**config.mk**
```make
export PLATFORM = sky130hd
export DESIGN_NAME = fuzzify_mf_bank
export DESIGN_NICKNAME = d
export VERILOG_FILES = /design/src/rtl/fuzzify_mf_bank.sv
export SDC_FILE = /design/constraint.sdc
export NUM_CORES = 1
export LEC_CHECK = 0
export CAP_MARGIN = 20
export CORE_UTILIZATION = 36
export DETAILED_ROUTE_END_ITERATION = 12
export PLACE_DENSITY_LB_ADDON = 0.3
export SETUP_SLACK_MARGIN = 0.05
export SYNTH_ARGS = -nofsm -noshare
export SYNTH_HDL_FRONTEND = slang
export SYNTH_SLANG_ARGS = --single-unit
export TNS_END_PERCENT = 1
```
**constraint.sdc**
```tcl
create_clock -name clk -period 6.4 [get_ports clk]
set_input_delay 1.28 -clock clk [delete_from_list [all_inputs] [get_ports clk]]
set_output_delay 1.28 -clock clk [all_outputs]
set_load 0.005 [all_outputs]
```
**src/rtl/fuzzify_mf_bank.sv**
```systemverilog
// fuzzify_mf_bank: N_MF programmable trapezoid memberships sharing one restoring divider.
// Optional argmax tracker enabled by FUZZIFY_MF_BANK_ARGMAX_EN.
module fuzzify_mf_bank #(
    parameter int IN_W = 8,
    parameter int OUT_W = 16,
    parameter int N_MF = 4,
    localparam int IDX_W = N_MF > 1 ? $clog2(N_MF) : 1
) (
    input  logic                    clk,
    input  logic                    rst_n,
    input  logic                    cfg_we,
    input  logic [IDX_W-1:0]        cfg_idx,
    input  logic signed [IN_W-1:0]  cfg_a,
    input  logic signed [IN_W-1:0]  cfg_b,
    input  logic signed [IN_W-1:0]  cfg_c,
    input  logic signed [IN_W-1:0]  cfg_d,
    output logic                    cfg_ready,
    output logic                    cfg_err,
    input  logic                    in_valid,
    output logic                    in_ready,
    input  logic signed [IN_W-1:0]  x,
    output logic                    out_valid,
    input  logic                    out_ready,
    output logic [N_MF*OUT_W-1:0]   mu,
    output logic [IDX_W-1:0]        max_idx,
    output logic [OUT_W-1:0]        max_mu
);
    localparam int FRAC = OUT_W - 1;
    localparam int DW = IN_W + 1;
    localparam int CW = $clog2(OUT_W);

    typedef enum logic [1:0] {IDLE, CLASSIFY, DIVIDE, DONE} state_t;
    state_t state, state_n;

    logic signed [IN_W-1:0] pa [N_MF];
    logic signed [IN_W-1:0] pb [N_MF];
    logic signed [IN_W-1:0] pc [N_MF];
    logic signed [IN_W-1:0] pd [N_MF];
    logic signed [IN_W-1:0] xr;
    logic [OUT_W-1:0] mu_r [N_MF];
    logic [IDX_W-1:0] mf;
    logic [CW-1:0] cnt;
    logic [DW-1:0] rem, den, num_c, den_c;
    logic [FRAC-1:0] q, q_n;
    logic plat;
    logic signed [DW-1:0] xe, ae, be, ce, de;
    logic zero, rise, flat, fall, ge, last, cfg_ok;
    logic [DW:0] sh, diff;
    logic [DW-1:0] rem_n;
    logic [OUT_W-1:0] mu_val;

    assign cfg_ready = state == IDLE;
    assign in_ready = state == IDLE;
    assign out_valid = state == DONE;
    assign cfg_ok = cfg_ready && cfg_a <= cfg_b && cfg_b <= cfg_c && cfg_c <= cfg_d
                    && 32'(cfg_idx) < N_MF;
    assign last = cnt == CW'(FRAC - 1);

    // Breakpoint differences need one extra bit so x-a and d-x never overflow.
    always_comb begin
        xe = {xr[IN_W-1], xr};
        ae = {pa[mf][IN_W-1], pa[mf]};
        be = {pb[mf][IN_W-1], pb[mf]};
        ce = {pc[mf][IN_W-1], pc[mf]};
        de = {pd[mf][IN_W-1], pd[mf]};
        zero = xe < ae || xe > de;
        rise = !zero && xe < be;
        flat = !zero && !rise && xe <= ce;
        fall = !zero && !rise && !flat;
        num_c = rise ? DW'(xe - ae) : fall ? DW'(de - xe) : '0;
        den_c = rise ? DW'(be - ae) : fall ? DW'(de - ce) : DW'(1);
    end

    // One restoring step; the remainder starts as num, which is already below den.
    always_comb begin
        sh = {rem, 1'b0};
        diff = sh - {1'b0, den};
        ge = sh >= {1'b0, den};
        rem_n = ge ? diff[DW-1:0] : sh[DW-1:0];
        q_n = FRAC'({q, ge});
        mu_val = plat ? {1'b0, {FRAC{1'b1}}} : {1'b0, q_n};
    end

    always_comb begin
        state_n = state;
        case (state)
            IDLE:     state_n = in_valid ? CLASSIFY : IDLE;
            CLASSIFY: state_n = DIVIDE;
            DIVIDE:   state_n = !last ? DIVIDE : mf == IDX_W'(N_MF - 1) ? DONE : CLASSIFY;
            DONE:     state_n = out_ready ? IDLE : DONE;
            default:  state_n = IDLE;
        endcase
    end

    always_ff @(posedge clk)
        if (!rst_n) state <= IDLE;
        else state <= state_n;

    always_ff @(posedge clk) begin
        if (!rst_n) begin
            for (int i = 0; i < N_MF; i++) begin
                pa[i] <= '0;
                pb[i] <= '0;
                pc[i] <= '0;
                pd[i] <= '0;
                mu_r[i] <= '0;
            end
            cfg_err <= 1'b0;
            xr <= '0;
            mf <= '0;
            cnt <= '0;
            rem <= '0;
            den <= '0;
            q <= '0;
            plat <= 1'b0;
        end else begin
            cfg_err <= cfg_we && !cfg_ok;
            if (cfg_we && cfg_ok) begin
                pa[cfg_idx] <= cfg_a;
                pb[cfg_idx] <= cfg_b;
                pc[cfg_idx] <= cfg_c;
                pd[cfg_idx] <= cfg_d;
            end
            case (state)
                IDLE: if (in_valid) begin
                    xr <= x;
                    mf <= '0;
                end
                CLASSIFY: begin
                    rem <= num_c;
                    den <= den_c;
                    plat <= flat;
                    cnt <= '0;
                end
                DIVIDE: begin
                    rem <= rem_n;
                    q <= q_n;
                    cnt <= cnt + 1'b1;
                    if (last) begin
                        mu_r[mf] <= mu_val;
                        mf <= mf + 1'b1;
                    end
                end
                default: ;
            endcase
        end
    end

    for (genvar g = 0; g < N_MF; g++) begin : g_mu
        assign mu[g*OUT_W +: OUT_W] = mu_r[g];
    end

`ifdef FUZZIFY_MF_BANK_ARGMAX_EN
    logic [IDX_W-1:0] mx_idx;
    logic [OUT_W-1:0] mx_mu;
    // Strict compare keeps the lowest index on ties.
    always_ff @(posedge clk)
        if (!rst_n) begin
            mx_idx <= '0;
            mx_mu <= '0;
        end else if (state == DIVIDE && last && (mf == '0 || mu_val > mx_mu)) begin
            mx_idx <= mf;
            mx_mu <= mu_val;
        end
    assign max_idx = mx_idx;
    assign max_mu = mx_mu;
`else
    assign max_idx = '0;
    assign max_mu = '0;
`endif
endmodule
```
==> flow_summary.ini, run 1 <==
[routing]
ant_nets = 0
via_per_inst = 5.23
dr.first_iter.drc_count = 542
wirelength_um = 32500
drc_errors = 0
drtPass1Iterations = 7
drt-wirelength-per-cell_um = 18.9
vias = 8975

[outcome]
status = finished clean

[run]
cap_violations = 0

[critical_path]
cp-start-kind = input pin
path_delay_family = compound AO/OA/AOI/OAI gates
worstPathArrival_ns = 4.60
required_ns = 6.64
cp_max_fo = 34
cp_slowest_stage_delay_ns = 0.57
endpoint_kind = flop
critPathBufInv = 5
crit_top_cell = inv_1
cp_slowest_cell = o21ai_2
crit_type = in -> reg
cp_cell_sequence = clkdlybuf4s50_1 -> inv_1 -> ha_1 -> a21o_1 -> a211oi_2 -> inv_1 -> o31ai_1 -> and4b_1 -> buf_4 -> nand2b_2 -> o21ai_2 -> buf_12

[floorplanning]
start_util_pct = 36.9
die_y_um = 191
io_pins = 133
placementRows = 68
fp.dieW_um = 191
die_area_sq_mm = 0.0365
design.core.area_sq_mm = 0.0349

[final_layout]
register_area_sq_mm = 0.00669
fin_nets = 1380
drive_gt1_share_pct = 8.49
areaGrowthSynthToFinish_pct = 18.1
antenna_cells = 0
fillers = 3325
multi_input_area_sq_mm = 0.00554

[synthesis]
yosysTopAreaCellShare_pct = 43.9
synth-edff-count = 188
synth_cells = 1140
synth_top_area_cell = edfxtp_1
synth_seq_cells = 240
syn_area_per_cell_sq_um = 11.3
yosysSeqAreaShare_pct = 52.0
synth_area_sq_mm = 0.0129
ys.flop_type = edfxtp_1
synthTopCellsByArea = edfxtp_1, ha_1, dfxtp_1
async_flop_share_pct = 0
yosysWarnings = 0
ys_types = 67

[placed_design]
numPortBuffers = 110
gp_congestion = 0.889
place_hpwl_um = 23100

[power]
p_total_mw = 4.05
ir_drop_mv = 0.242
leakagePower_nw = 5.73
powerDensity_mw_per_mm2 = 267

[clock_tree]
clockBufferDepth = 3
cts.repair.resized = 0
cts_sinks = 240
cts_root_buf = clkbuf_16
clkSlewWorstSetupHoldPaths_ns = 0.06
cts_tree = done
hold_buffers = 0
h-tree-depth = 1
insertion_delay_ns = 0.54
post-cts-setup-buffers = 0
cts_buffers = 26

[timing]
rsz0062_at_grt = no
setup_tns_ns = 0
maxSlewHeadroom_pct = 35.1
fin_crit_ns = 4.36
setup_violations = 0
fmax_ghz = 0.230
finalMaxSlewViolations = 0
clock_skew_ns = 0.0228
fin_crit_sh_pct = 68.1
hold_viol_final = 0
worst_slew_pin_slew_ns = 0.972

[global_route]
track_usage_pct = 18.0
grt_pass1_vias = 8971
antenna_found_initial = 0
grt_max_degree = 50
grt_overflow = 0
grt_pass1_wl_um = 50400

[min_path]
hold_path.class = reg -> reg
-- final cells by class --
class | count | area share, %
clock buffers | 35 | 4.50
clock inverters | 13 | 0.980
inverters | 86 | 2.12
multi-input cells | 760 | 36.5
flip-flops and latches | 240 | 44.0
well taps | 455 | 3.75
repair buffers | 127 | 8.17
-- metrics by stage --
step,util [%],instance area (sq um),setup WS [ns],cells,hold slack [ns]
4_1_cts,43.6,15200,2.01,1716,0.490
5_1_grt,43.6,15200,1.64,1716,0.514
2_1_floorplan,-,12900,0.647,1161,0.447
6_report,43.6,15200,2.04,1716,0.487
3_3_place_gp,41.2,14400,1.50,1668,0.474
3_5_place_dp,41.2,14400,1.47,1668,0.480
-- state kept, by name, indices dropped and copies added, names as in the netlist, 4 cells and up, named ones only --
register,count
cnt,4
den,9
mu_r,60
pa,32
pb,32
pc,32
pd,32
q,14
rem,9
xr,8
-- worst paths after layout --
| check | from | to | slack (ns) | cells past startpoint |
|---|---|---|---|---|
| setup reg to reg | flop | rem[1] | 2.09 | 10 |
| hold reg to reg | den[4] | den[4] | 0.49 | 2 |
| setup / recovery | cfg_d[5] | pb[1][4] | 2.04 | 12 |
| hold / removal | den[4] | den[4] | 0.49 | 2 |
-- worst min-delay path, delay by kind of cell (launching register included) --
| kind | cells | cell delay [ns] |
|---|---|---|
| AOI/OAI and AO/OA | 1 | 0.07 |
| buffers and inverters | 1 | 0.07 |
| DFF | 1 | 0.30 |
-- where the power goes --
part	internal (mW)	switching, mW	total, mW
Sequential	1.75	0.0418	1.79
Clock	0.871	0.609	1.48
Combinational	0.317	0.462	0.778
Total	2.94	1.11	4.05
-- cells in the mapped netlist (all sizes together) (14+ instances only) --
| cell | instances |
|---|---|
| a21oi | 34 |
| a31oi | 14 |
| and2 | 66 |
| and3 | 21 |
| buf | 33 |
| clkbuf | 42 |
| dfxtp | 52 |
| edfxtp | 188 |
| ha | 87 |
| inv | 86 |
| mux4 | 32 |
| nand2 | 46 |
| nand2b | 15 |
| nand3 | 22 |
| nor2 | 138 |
| nor2b | 18 |
| nor3 | 54 |
| o21ai | 47 |
| xnor2 | 19 |
-- metal layers --
layer	wire (um)	vias to the layer above	GRT usage (%)
li1	-	4276	-
met1	14500	4362	24.0
met2	15600	281	30.4
met3	1630	56	2.28
met4	833	0	5.11
met5	0	-	0
-- cells in the final DEF, fill, tap and decap left out, types with 14 or more instances in the layout --
cell,Yosys,final
xnor2_1,19,19
and2_1,66,66
o21ai_0,43,39
nand2_1,45,45
ha_1,87,87
dfxtp_1,52,51
buf_4,23,16
clkdlybuf4s50_1,0,110
inv_1,84,84
clkbuf_16,0,26
a31oi_1,14,14
nand2b_1,15,14
nor2b_1,18,18
nor2_1,138,138
and3_1,21,21
conb_1,1,22
mux4_2,32,32
nand3_1,22,22
nor3_1,54,54
edfxtp_1,188,188
a21oi_1,34,34
-- kinds of logic after synthesis --
logic type      share of synthesized area, %
simple gates                            15.5
flops                                   52.0
compound gates                          9.21
buf+inv                                 5.67
fa+ha+maj                               9.24
mux                                     6.79
xor+xnor                                1.63
other cells                           0.0291
Power figures use the tool's default switching activity.
==> run 2: changes to the inputs <==
==> constraint.sdc (replaced) <==
create_clock -name clk -period 4.54 [get_ports clk]
set_input_delay 0.908 -clock clk [delete_from_list [all_inputs] [get_ports clk]]
set_output_delay 0.908 -clock clk [all_outputs]
set_load 0.005 [all_outputs]
==> run 2 against run 1 <==
Flip-flop and latch count unchanged. Clock power up 48%. Sequential share of layout area down 0.43 points. Non-clock buffer count up 10. Largest power group unchanged. Routed wire length down 0.90%. Combinational power up 43%. Critical path depth down 2. Worst hold slack worse by 0.0069 ns. Sequential power up 41%. Clock skew down 0.0046 ns.
==> flow_summary.ini, run 2 (synthesized netlist as in run 1, its figures left out) <==
[clock_tree]
cts_buffers = 26
hold_buffers = 0
cts_sinks = 240
clkSlewWorstSetupHoldPaths_ns = 0.06
cts_root_buf = clkbuf_16
clockBufferDepth = 3
insertion_delay_ns = 0.54
cts_tree = done
cts.repair.resized = 0
h-tree-depth = 1
post-cts-setup-buffers = 0

[routing]
drc_errors = 0
via_per_inst = 5.12
ant_nets = 0
vias = 8845
drt-wirelength-per-cell_um = 18.7
wirelength_um = 32200
dr.first_iter.drc_count = 562
drtPass1Iterations = 6

[final_layout]
layout_common_cells = edfxtp_1, nor2_1, clkdlybuf4s50_1
fillers = 3270
regMostFlops = mu_r
fin_area_sq_mm = 0.0153
multi_input_area_sq_mm = 0.00554
register_area_sq_mm = 0.00669
fin_nets = 1390
largest_reg_flops = 60
final_common_cell = edfxtp_1
drive_gt1_share_pct = 9.68
final_cells = 1726
antenna_cells = 0
fin_util_pct = 44.0
areaGrowthSynthToFinish_pct = 19.3

[floorplanning]
fp.dieW_um = 191
start_util_pct = 36.9
io_pins = 133
placementRows = 68
die_area_sq_mm = 0.0365
die_y_um = 191
design.core.area_sq_mm = 0.0349

[critical_path]
path_delay_family = compound AO/OA/AOI/OAI gates
cp-start-kind = flop
crit_type = reg -> reg
critPathBufInv = 1
cp_slowest_cell = dfxtp_2
required_ns = 4.98
worstPathArrival_ns = 4.39
cp_slowest_stage_delay_ns = 0.68
endpoint_kind = flop
cp_cell_sequence = mux4_2 -> inv_1 -> ha_1 -> a21oi_1 -> o21ai_0 -> a2111oi_1 -> a2bb2oi_4 -> and2_1 -> a221oi_1 -> a221oi_2
cp_max_fo = 17

[timing]
worst_slew_pin_slew_ns = 0.744
finalMaxSlewViolations = 0
rsz0062_at_grt = no
fin_crit_ns = 3.96
fin_crit_sh_pct = 87.2
hold_viol_final = 0
setup_violations = 0
fmax_ghz = 0.253
clock_skew_ns = 0.0182
setup_tns_ns = 0
maxSlewHeadroom_pct = 49.1

[global_route]
grt_pass1_vias = 8881
antenna_found_initial = 1
track_usage_pct = 17.8
grt_overflow = 0
grt_pass1_wl_um = 50000
grt_max_degree = 37

[power]
swShare_pct = 27.7
p_clk_share_pct = 37.5
ir_drop_mv = 0.298
p_int_mw = 4.21
seqPwrFrac_pct = 43.4
leakagePower_nw = 5.80
p_sw_mw = 1.61
powerDensity_mw_per_mm2 = 379
p_comb_share_pct = 19.1

[run]
cap_violations = 0

[outcome]
status = finished clean

[placed_design]
gp_congestion = 0.889
numPortBuffers = 110
place_area_sq_mm = 0.0145
place_hpwl_um = 23600
place_inst = 1678

[min_path]
hold_path.class = reg -> reg
## run 2: cell count changes in the layout (fill, tap and decap cells not counted)
cell and delta:
bufinv_16 +1, buf_12 +2, inv_6 +2, clkbuf_1 -5, clkinv_2 -1, clkinv_1 -1
clkinv_4 +1, clkinvlp_4 +3, buf_4 +8
## run 2: cell type report
cell class                 instances  share of cell area, %
sequential                       240                   43.6
clock buffer                      30                   4.34
inverter                          86                   2.10
clock inverter                    18                   1.43
tap                              455                   3.71
multi-input combinational        760                   36.1
timing repair buffer             137                   8.74
## run 2: routing by layer
metal	wire length (um)	vias to the layer above	track usage, %
li1	-	4296	-
met1	14300	4265	23.7
met2	15600	231	30.0
met3	1580	53	2.37
met4	741	0	5.17
met5	0	-	0
## run 2: final timing paths
| kind | start | endpoint | slack [ns] | cells after the start |
|---|---|---|---|---|
| worst min-delay path | den[4] | den[4] | 0.48 | 2 |
| worst min register to register | den[4] | den[4] | 0.48 | 2 |
| worst max register to register | flop | rem[1] | 0.58 | 10 |
| worst max-delay path | flop | rem[1] | 0.58 | 10 |
## run 2: worst reg2reg max path: stages, from the launching register on
cell	delay, ns
dfxtp_2	0.68
mux4_2	0.66
inv_1	0.09
ha_1	0.23
a21oi_1	0.14
o21ai_0	0.09
a2111oi_1	0.67
a2bb2oi_4	0.26
and2_1	0.58
a221oi_1	0.22
a221oi_2	0.25
## run 2: stage by stage
| step | hold slack [ns] | total power, mW | worst slack, ns |
|---|---|---|---|
| finish | 0.480 | 5.82 | 0.582 |
| detailed placement | 0.471 | 3.68 | 0.448 |
| global placement | 0.470 | 3.66 | 0.479 |
| floorplan | 0.447 | 3.33 | 0.0265 |
| CTS | 0.482 | 5.87 | 0.539 |
| global route | 0.518 | 6.08 | 0.286 |
## run 2: power by group through the flow
stage	clock network, mW	logic [mW]	registers (mW)
after floorplan	0	0.775	2.55
after global placement	0	1.09	2.57
after detailed placement	0	1.11	2.57
after CTS	2.23	1.11	2.53
after global routing	2.31	1.23	2.54
final	2.19	1.11	2.53
